===== src/rtl/btn_pkg.sv =====
// rtl/btn_pkg.sv - default parameters and input polarity constants for btn_conditioner
package btn_pkg;

   localparam int DEF_N_CH         = 4;
   localparam int DEF_TICK_DIV     = 50000;
   localparam int DEF_DB_TICKS     = 20;
   localparam int DEF_LONG_TICKS   = 500;
   localparam int DEF_REPEAT_TICKS = 100;

   localparam int POL_ACTIVE_LOW   = 1;
   localparam int POL_ACTIVE_HIGH  = 0;

   // Raw pin value of a button that is not pressed.
   function automatic logic idle_raw(input int active_low);
      return (active_low != POL_ACTIVE_HIGH);
   endfunction

endpackage


===== src/rtl/btn_chan.sv =====
// rtl/btn_chan.sv - one button channel: synchroniser, debounce, hold and optional repeat
// Repeat logic is present only when BTN_REPEAT_EN is defined.
module btn_chan
   import btn_pkg::*;
#(
   parameter int DB_TICKS     = DEF_DB_TICKS,
   parameter int LONG_TICKS   = DEF_LONG_TICKS,
   parameter int REPEAT_TICKS = DEF_REPEAT_TICKS,
   parameter int ACTIVE_LOW   = POL_ACTIVE_LOW
)(
   input  logic clk,
   input  logic rst_n,
   input  logic tick,
   input  logic btn_raw,
   output logic level,
   output logic press,
   output logic release_stb,
   output logic long_press,
   output logic repeat_stb
);

   localparam int DBW = $clog2(DB_TICKS + 1);
   localparam int HCW = $clog2(LONG_TICKS + 1);
   localparam logic [DBW-1:0] DB_LAST  = DBW'(DB_TICKS - 1);
   localparam logic [HCW-1:0] HC_LAST  = HCW'(LONG_TICKS - 1);
   localparam logic [HCW-1:0] HC_SAT   = HCW'(LONG_TICKS);
   localparam logic           IDLE_RAW = idle_raw(ACTIVE_LOW);

   logic [1:0]     sync;
   logic           s;
   logic [DBW-1:0] db;
   logic [HCW-1:0] hc;
   logic           flip;
   logic           fall;

   assign s    = sync[1] ^ IDLE_RAW;
   assign flip = tick && (s != level) && (db == DB_LAST);
   assign fall = flip && level;

   always_ff @(posedge clk or negedge rst_n) begin
      if (!rst_n) begin
         sync        <= {2{IDLE_RAW}};
         level       <= 1'b0;
         db          <= '0;
         hc          <= '0;
         press       <= 1'b0;
         release_stb <= 1'b0;
         long_press  <= 1'b0;
      end else begin
         sync        <= {sync[0], btn_raw};
         press       <= 1'b0;
         release_stb <= 1'b0;
         long_press  <= 1'b0;
         if (tick) begin
            if (s == level) begin
               db <= '0;
            end else if (db == DB_LAST) begin
               level       <= s;
               db          <= '0;
               press       <= s;
               release_stb <= !s;
            end else begin
               db <= db + 1'b1;
            end
         end
         // The releasing tick wins over a coincident long-press.
         if (!level || fall) begin
            hc <= '0;
         end else if (tick && (hc != HC_SAT)) begin
            hc         <= hc + 1'b1;
            long_press <= (hc == HC_LAST);
         end
      end
   end

`ifdef BTN_REPEAT_EN
   localparam int RCW = $clog2(REPEAT_TICKS + 1);
   localparam logic [RCW-1:0] RC_LAST = RCW'(REPEAT_TICKS - 1);

   logic [RCW-1:0] rc;

   // Counting starts on the tick after long_press, once hc has saturated.
   always_ff @(posedge clk or negedge rst_n) begin
      if (!rst_n) begin
         rc         <= '0;
         repeat_stb <= 1'b0;
      end else begin
         repeat_stb <= 1'b0;
         if (!level || fall || (hc != HC_SAT)) begin
            rc <= '0;
         end else if (tick) begin
            if (rc == RC_LAST) begin
               rc         <= '0;
               repeat_stb <= 1'b1;
            end else begin
               rc <= rc + 1'b1;
            end
         end
      end
   end
`else
   assign repeat_stb = 1'b0;
`endif

endmodule


===== src/rtl/btn_conditioner.sv =====
// rtl/btn_conditioner.sv - N-channel push-button conditioner on a shared sample tick
// Define BTN_REPEAT_EN to enable auto-repeat strobes.
module btn_conditioner
   import btn_pkg::*;
#(
   parameter int N_CH         = DEF_N_CH,
   parameter int TICK_DIV     = DEF_TICK_DIV,
   parameter int DB_TICKS     = DEF_DB_TICKS,
   parameter int LONG_TICKS   = DEF_LONG_TICKS,
   parameter int REPEAT_TICKS = DEF_REPEAT_TICKS,
   parameter int ACTIVE_LOW   = POL_ACTIVE_LOW
)(
   input  logic            clk,
   input  logic            rst_n,
   input  logic [N_CH-1:0] btn_raw,
   output logic [N_CH-1:0] level,
   output logic [N_CH-1:0] press,
   output logic [N_CH-1:0] release_stb,
   output logic [N_CH-1:0] long_press,
   output logic [N_CH-1:0] repeat_stb
);

   localparam int TCW = (TICK_DIV > 1) ? $clog2(TICK_DIV) : 1;
   localparam logic [TCW-1:0] TC_LAST = TCW'(TICK_DIV - 1);

   logic [TCW-1:0] tc;
   logic           tick;

   // With TICK_DIV == 1 tc stays at 0 and tick is permanently high.
   assign tick = (tc == TC_LAST);

   always_ff @(posedge clk or negedge rst_n) begin
      if (!rst_n) begin
         tc <= '0;
      end else if (tick) begin
         tc <= '0;
      end else begin
         tc <= tc + 1'b1;
      end
   end

   for (genvar i = 0; i < N_CH; i++) begin : g_ch
      btn_chan #(
         .DB_TICKS     (DB_TICKS),
         .LONG_TICKS   (LONG_TICKS),
         .REPEAT_TICKS (REPEAT_TICKS),
         .ACTIVE_LOW   (ACTIVE_LOW)
      ) u_chan (
         .clk         (clk),
         .rst_n       (rst_n),
         .tick        (tick),
         .btn_raw     (btn_raw[i]),
         .level       (level[i]),
         .press       (press[i]),
         .release_stb (release_stb[i]),
         .long_press  (long_press[i]),
         .repeat_stb  (repeat_stb[i])
      );
   end

endmodule


===== config.mk =====
export PLATFORM = sky130hd
export DESIGN_NAME = btn_conditioner
export DESIGN_NICKNAME = d
export VERILOG_FILES = /design/src/rtl/btn_pkg.sv /design/src/rtl/btn_chan.sv /design/src/rtl/btn_conditioner.sv
export SDC_FILE = /design/constraint.sdc
export NUM_CORES = 1
export LEC_CHECK = 0
export CAP_MARGIN = 20
export CORE_ASPECT_RATIO = 0.9
export CORE_MARGIN = 2
export CORE_UTILIZATION = 48
export CTS_CLUSTER_SIZE = 24
export DETAILED_ROUTE_END_ITERATION = 16
export PLACE_DENSITY = 0.63
export SLEW_MARGIN = 20
export SYNTH_ARGS = -nofsm -noshare
export SYNTH_HDL_FRONTEND = slang
export SYNTH_HIERARCHICAL = 1
export SYNTH_SLANG_ARGS = --single-unit
export TNS_END_PERCENT = 30

===== constraint.sdc =====
create_clock -name clk -period 6.3 [get_ports clk]
set_input_delay 0.945 -clock clk [delete_from_list [all_inputs] [get_ports clk]]
set_output_delay 0.945 -clock clk [all_outputs]
set_load 0.02 [all_outputs]

### After elaboration in Yosys (flattened, before gate mapping)

Cells that the tools add are included.

* bitwise logic cells: 8
* muxes and demuxes: 49
* add/subtract/negate cells: 9
* equal/unequal tests: 21
* reductions and logical operators: 32

Operators by type and width (count)
* two-way mux 9 bit: 8
* two-way mux 5 bit: 8
* adder 9 x 1 -> 9 bit, second input constant: 4
* == test 9 bit, second input constant: 4
* != test 9 bit, second input constant: 4
* two-way mux 1 bit: 32
* adder 5 x 1 -> 5 bit, second input constant: 4
* == test 5 bit, second input constant: 4
* adder 16 x 1 -> 16 bit, second input constant: 1
* == test 16 bit, second input constant: 1
* logical AND 1 bit: 16
* two-way mux 16 bit: 1
* AND reduction 3 bit: 4
* inverter 1 bit: 8
* nonzero test 2 bit: 4
* == test 1 bit: 4
* zero test 1 bit: 4
* logical OR 1 bit: 4
* != test 1 bit: 4

* bits in registers: 96
* bits of input ports: 6

### Longest topological paths before layout

* depth in word-level cells: 7
* mapped depth: 10

### By module

The synthesis kept the hierarchy.

Modules (own cells, without submodules)
* btn_chan (g_ch[0].u_chan ...): cells each 92, times used 3, seq. area each 503.0 um^2, area each 987.2 um^2
* btn_chan (g_ch[2].u_chan): cells each 92, times used 1, seq. area each 503.0 um^2, area each 992.2 um^2
* btn_conditioner: cells each 67, times used 1, seq. area each 400.4 um^2, area each 762.0 um^2

### Worst setup path after synthesis

OpenSTA, ideal clock, no wires.

* path kind: reg2reg
* from: register tc[0]
* to: register g_ch[2].u_chan.hc[3]
* library setup time: 0.071 ns
* data required time: 6.229 ns
* slack: 4.301 ns
* stages on the path, launching flop included: 11
* clock period less this slack: 1.999 ns
* path buffers: 3
* arrival time: 1.928 ns
* path through: dfrtp_1 -> ha_1 -> and3_1 -> buf_2 -> and4_1 -> buf_6 -> buf_6 -> and4_4 -> o41ai_1 -> mux2_2 -> nor2_1

* cells in the longest elaborated chain, start to end: 6
* elaborated cells between the ends (all ways): 8
* those cells by class: 1 x eq/ne; 1 x mux; 6 x reduce/logical

RTL lines
* start: declaration: line btn_conditioner.sv:26 `logic [TCW-1:0] tc;`
* start signal: assignment: line btn_conditioner.sv:38 `tc <= tc + 1'b1;`
* == test 16 bit *: line btn_conditioner.sv:30 `assign tick = (tc == TC_LAST);`
* net tick: line btn_conditioner.sv:27 `logic tick;`
* logical AND 1 bit (2 in series): line btn_chan.sv:37 `assign flip = tick && (s != level) && (db == DB_LAST);`
* logical AND 1 bit: line btn_chan.sv:38 `assign fall = flip && level;`
* logical OR 1 bit: line btn_chan.sv:67 `if (!level || fall) begin`
* two-way mux 9 bit or nonzero test 2 bit (tied branches)
* end signal: assignment: line btn_chan.sv:70 `hc <= hc + 1'b1;`
* end: declaration: line btn_chan.sv:32 `logic [HCW-1:0] hc;`

The timed path passes the listed nets; every way through them passes the cells marked *.
A chain may end at the register's enable or synchronous reset.

### Worst setup path after layout

* from: register tc[0]
* to: register g_ch[0].u_chan.level

* cells in the longest elaborated chain, start to end: 2

RTL lines
* == test 16 bit: line btn_conditioner.sv:30
* AND reduction 3 bit (no source line)
* end signal: assignment: line btn_chan.sv:58 `level <= s;`
* end: declaration: line btn_chan.sv:15 `output logic level,`

No other way between the ends.

==> summary.md <==
| Metric | Value |
|---|---|
| Status | `finished, final reports clean` |
| Top cells by area, synth | `dfrtp_1 (47%), dfstp_2 (4.5%), xor2_1 (3.7%)` |
| # IOs | `26` |
| Clock skew | `0.0116 ns` |
| Comb power frac | `1.9%` |
| Starting Density | `49.0%` |
| Fin crit period | `2.73 ns` |
| Area growth syn-to-layout | `9.84%` |
| CP Launch Type | `flop` |
| GRT overflow | `0` |
| Final WS setup | `3.57 ns` |
| Critical Path AT | `2.94 ns` |
| P_sw | `222 uW` |
| CTS resizes | `0` |
| EDFF count, synth | `0` |
| Cell Area, Synth | `4720 um2` |
| Post-Syn Instances | `435` |
| Post-synth top area share | `46.7%` |
| Drt drc | `0` |
| Initial antenna violation count | `0` |
| Final hold vios | `0` |
| Gr usage total | `15.6%` |
| Syn avg cell area | `10.8 um2` |
| Seq pwr share | `59.2%` |
| Routed Antenna Nets | `0` |
| Share of layout cells above drive strength 1 | `12.8%` |
| Warnings from Yosys | `6` |
| Iteration-0 DRC Markers | `95` |
| Post-Route Setup TNS | `0 ns` |
| Seq cells post-synth | `96` |
| Crit path max fanout | `38` |
| CTS tree | `yes` |
| Total die area | `10,600 um2` |
| CTS Hold Buffers Added | `0` |
| Max Root-Sink Buffers | `2` |
| Netlist cell types | `54` |
| CTS sink count | `96` |
| Part of the cycle the worst path needs | `43.4%` |
| Kind of capture point of the worst setup path | `flop` |
| Total power density per cell area | `203 nW/um2` |
| Routability cong. | `0.769` |
| First-pass GRT wire length | `13.2 mm` |
| Yosys top cell by area | `dfrtp_1` |
| Root Buffer | `clkbuf_8` |
| Peak supply drop | `162 uV` |
| Vias in the first global route | `2,940` |
| Cell Rows | `34` |
| Relative slew slack | `43.9%` |
| Worst path max stage delay | `0.49 ns` |
| Clock share of power | `38.9%` |
| Vias | `3,097` |
| Hold crit path type | `flop to flop` |
| First-pass iteration count of the detailed router | `4` |
| CP Cell Sequence | `ha_1 > and3_1 > and4_2 > buf_4 > nand2_4 > o21ai_2 > o31ai_1` |
| Syn Nets | `454` |
| Max cap viols | `0` |
| Leak Pwr | `0.00220 uW` |
| Inserted Diodes | `0` |
| Reg clk slew, reported paths | `0.09 ns` |
| Die X-Extent | `108 um` |
| Final wirelength | `7.41 mm` |
| Critical path type | `flop to flop` |
| Main synth FF type | `dfrtp_1` |
| Ys async rst share | `100%` |
| DPL Wire Length | `4.95 mm` |
| Core footprint | `9610 um2` |
| Fill cells | `873` |
| Vias per cell | `5.28` |
| Worst-Skew Late Latency | `0.36 ns` |
| Buffers added on ports | `21` |
| Num CTS Buffers | `9` |
| Worst slack, placed | `3.57 ns` |
| Worst slew pin tran | `0.842 ns` |
| Largest net degree at the start of global routing | `71` |
| Slowest cell on crit path | `and4_2` |
| Post-CTS Repair Setup Buffers | `0` |
| Setup violators final | `0` |
| Post-synthesis sequential area ratio | `51.2%` |
| Fin. max-slew vios | `0` |
| Fin nets | `474` |
| RSZ-0062 raised after global routing | `false` |
| Worst Path Required | `6.51 ns` |
| Max Clock Freq | `366 MHz` |
| WL/cell | `12.6 um` |
| Internal | `830 uW` |
| CTS H-tree lvls | `3` |
| Switching share of power | `21.1%` |
| Die Span Y | `98.0 um` |
## cells in the mapped netlist, drive strengths merged (3+ instances only)
master  count
dfrtp      88
nor2       44
inv        34
o21ai      24
nand2      20
xnor2      20
xor2       20
nand3      19
buf        14
nand4      14
ha         13
a21oi      12
nor3       11
and4        9
mux2i       9
dfstp       8
and2        7
and3        6
nor2b       5
or3         5
a22o        4
a22oi       4
a32o        4
conb        4
nand2b      4
nand3b      4
nand4b      4
nor4        4
o22ai       4
o31ai       4
o2111a      3
o211ai      3
## routing by layer
layer / vias up / track usage, % / wire [um]
met5: - / 0 / 0
met4: 0 / 5.03 / 91
met3: 8 / 5.14 / 329
met2: 54 / 23.6 / 3300
met1: 1481 / 21.3 / 3690
li1: 1554 / - / -
## sequential cells by signal, indices dropped and copies added, names as in the netlist
signal	count
g_ch.u_chan/db	20
g_ch.u_chan/hc	36
g_ch.u_chan/level	4
g_ch.u_chan/long_press	4
g_ch.u_chan/press	4
g_ch.u_chan/release_stb	4
g_ch.u_chan/sync	8
tc	16
## kinds of logic after synthesis
logic type | synth area share (%)
buffers and inverters | 5.36
adder cells (fa/ha/maj) | 3.45
flip-flops | 51.2
other | 0.318
AO/OA/AOI/OAI | 9.58
multiplexers | 2.15
AND/OR/NAND/NOR | 20.1
XOR/XNOR | 7.91
## final cells by class
type / count / area [um2] / share of cell area [%]
inverter: 34 / 128 / 2.46
sequential: 96 / 2410 / 46.6
clock inverter: 4 / 52.6 / 1.01
multi-input combinational: 291 / 2050 / 39.6
timing repair buffer: 23 / 223 / 4.30
clock buffer: 12 / 155 / 3.00
tap: 126 / 158 / 3.04
## worst max-delay path, delay by kind of cell (launching register included)
family / cells / cell delay [ns]
simple gates: 3 / 0.89
fa+ha+maj: 1 / 0.19
compound gates: 2 / 0.64
buf+inv: 1 / 0.46
flops: 1 / 0.39
## power by group through the flow
stage | Clock [uW] | Combinational (uW) | Sequential, uW
global placement | 0 | 21.4 | 635
floorplan | 0 | 7.13 | 634
detailed placement | 0 | 21.5 | 635
global route | 456 | 23.6 | 623
finish | 410 | 19.9 | 623
CTS | 432 | 21.5 | 623
## layout by cell type (no fill, tap or decap), drive strengths merged, types with 5 or more instances in the layout
cell,netlist,layout
ha,13,13
nor3,11,11
nor2,44,44
clkbuf,0,12
dfrtp,88,88
a21oi,12,12
xnor2,20,20
and4,9,9
or3,5,5
o21ai,24,24
dfstp,8,8
nor2b,5,5
inv,34,34
nand3,19,19
nand4,14,14
nand2,20,20
and3,6,6
xor2,20,20
mux2i,9,9
clkdlybuf4s50,0,20
and2,7,7
## stage by stage
step                      util, %  area (um2)  power (uW)  cells  hold slack (ns)
after floorplan                 -        4720         642    435            0.345
after global placement       51.7        4970         656    570            0.345
after detailed placement     51.7        4970         656    570            0.347
after CTS                    53.9        5180        1080    586            0.349
after global routing         53.9        5180        1100    586            0.354
final                        53.9        5180        1050    586            0.348
## path summary, 6_finish.rpt
| kind | slack, ns | endpoint | cells after the start | startpoint |
|---|---|---|---|---|
| worst min register to register | 0.35 | g_ch[1].u_chan/sync[1] | 0 | g_ch[1].u_chan/sync[0] |
| min in group asynchronous | 0.47 | g_ch[1].u_chan/db[3] | 1 | rst_n |
| max in group asynchronous | 4.67 | g_ch[0].u_chan/db[2] | 2 | rst_n |
| worst min-delay path | 0.35 | g_ch[1].u_chan/sync[1] | 0 | g_ch[1].u_chan/sync[0] |
| worst max register to register | 3.57 | g_ch[0].u_chan/level | 7 | tc[0] |
| worst max-delay path | 3.57 | g_ch[0].u_chan/level | 7 | tc[0] |
Note: power is estimated with default switching activity, not from simulation.
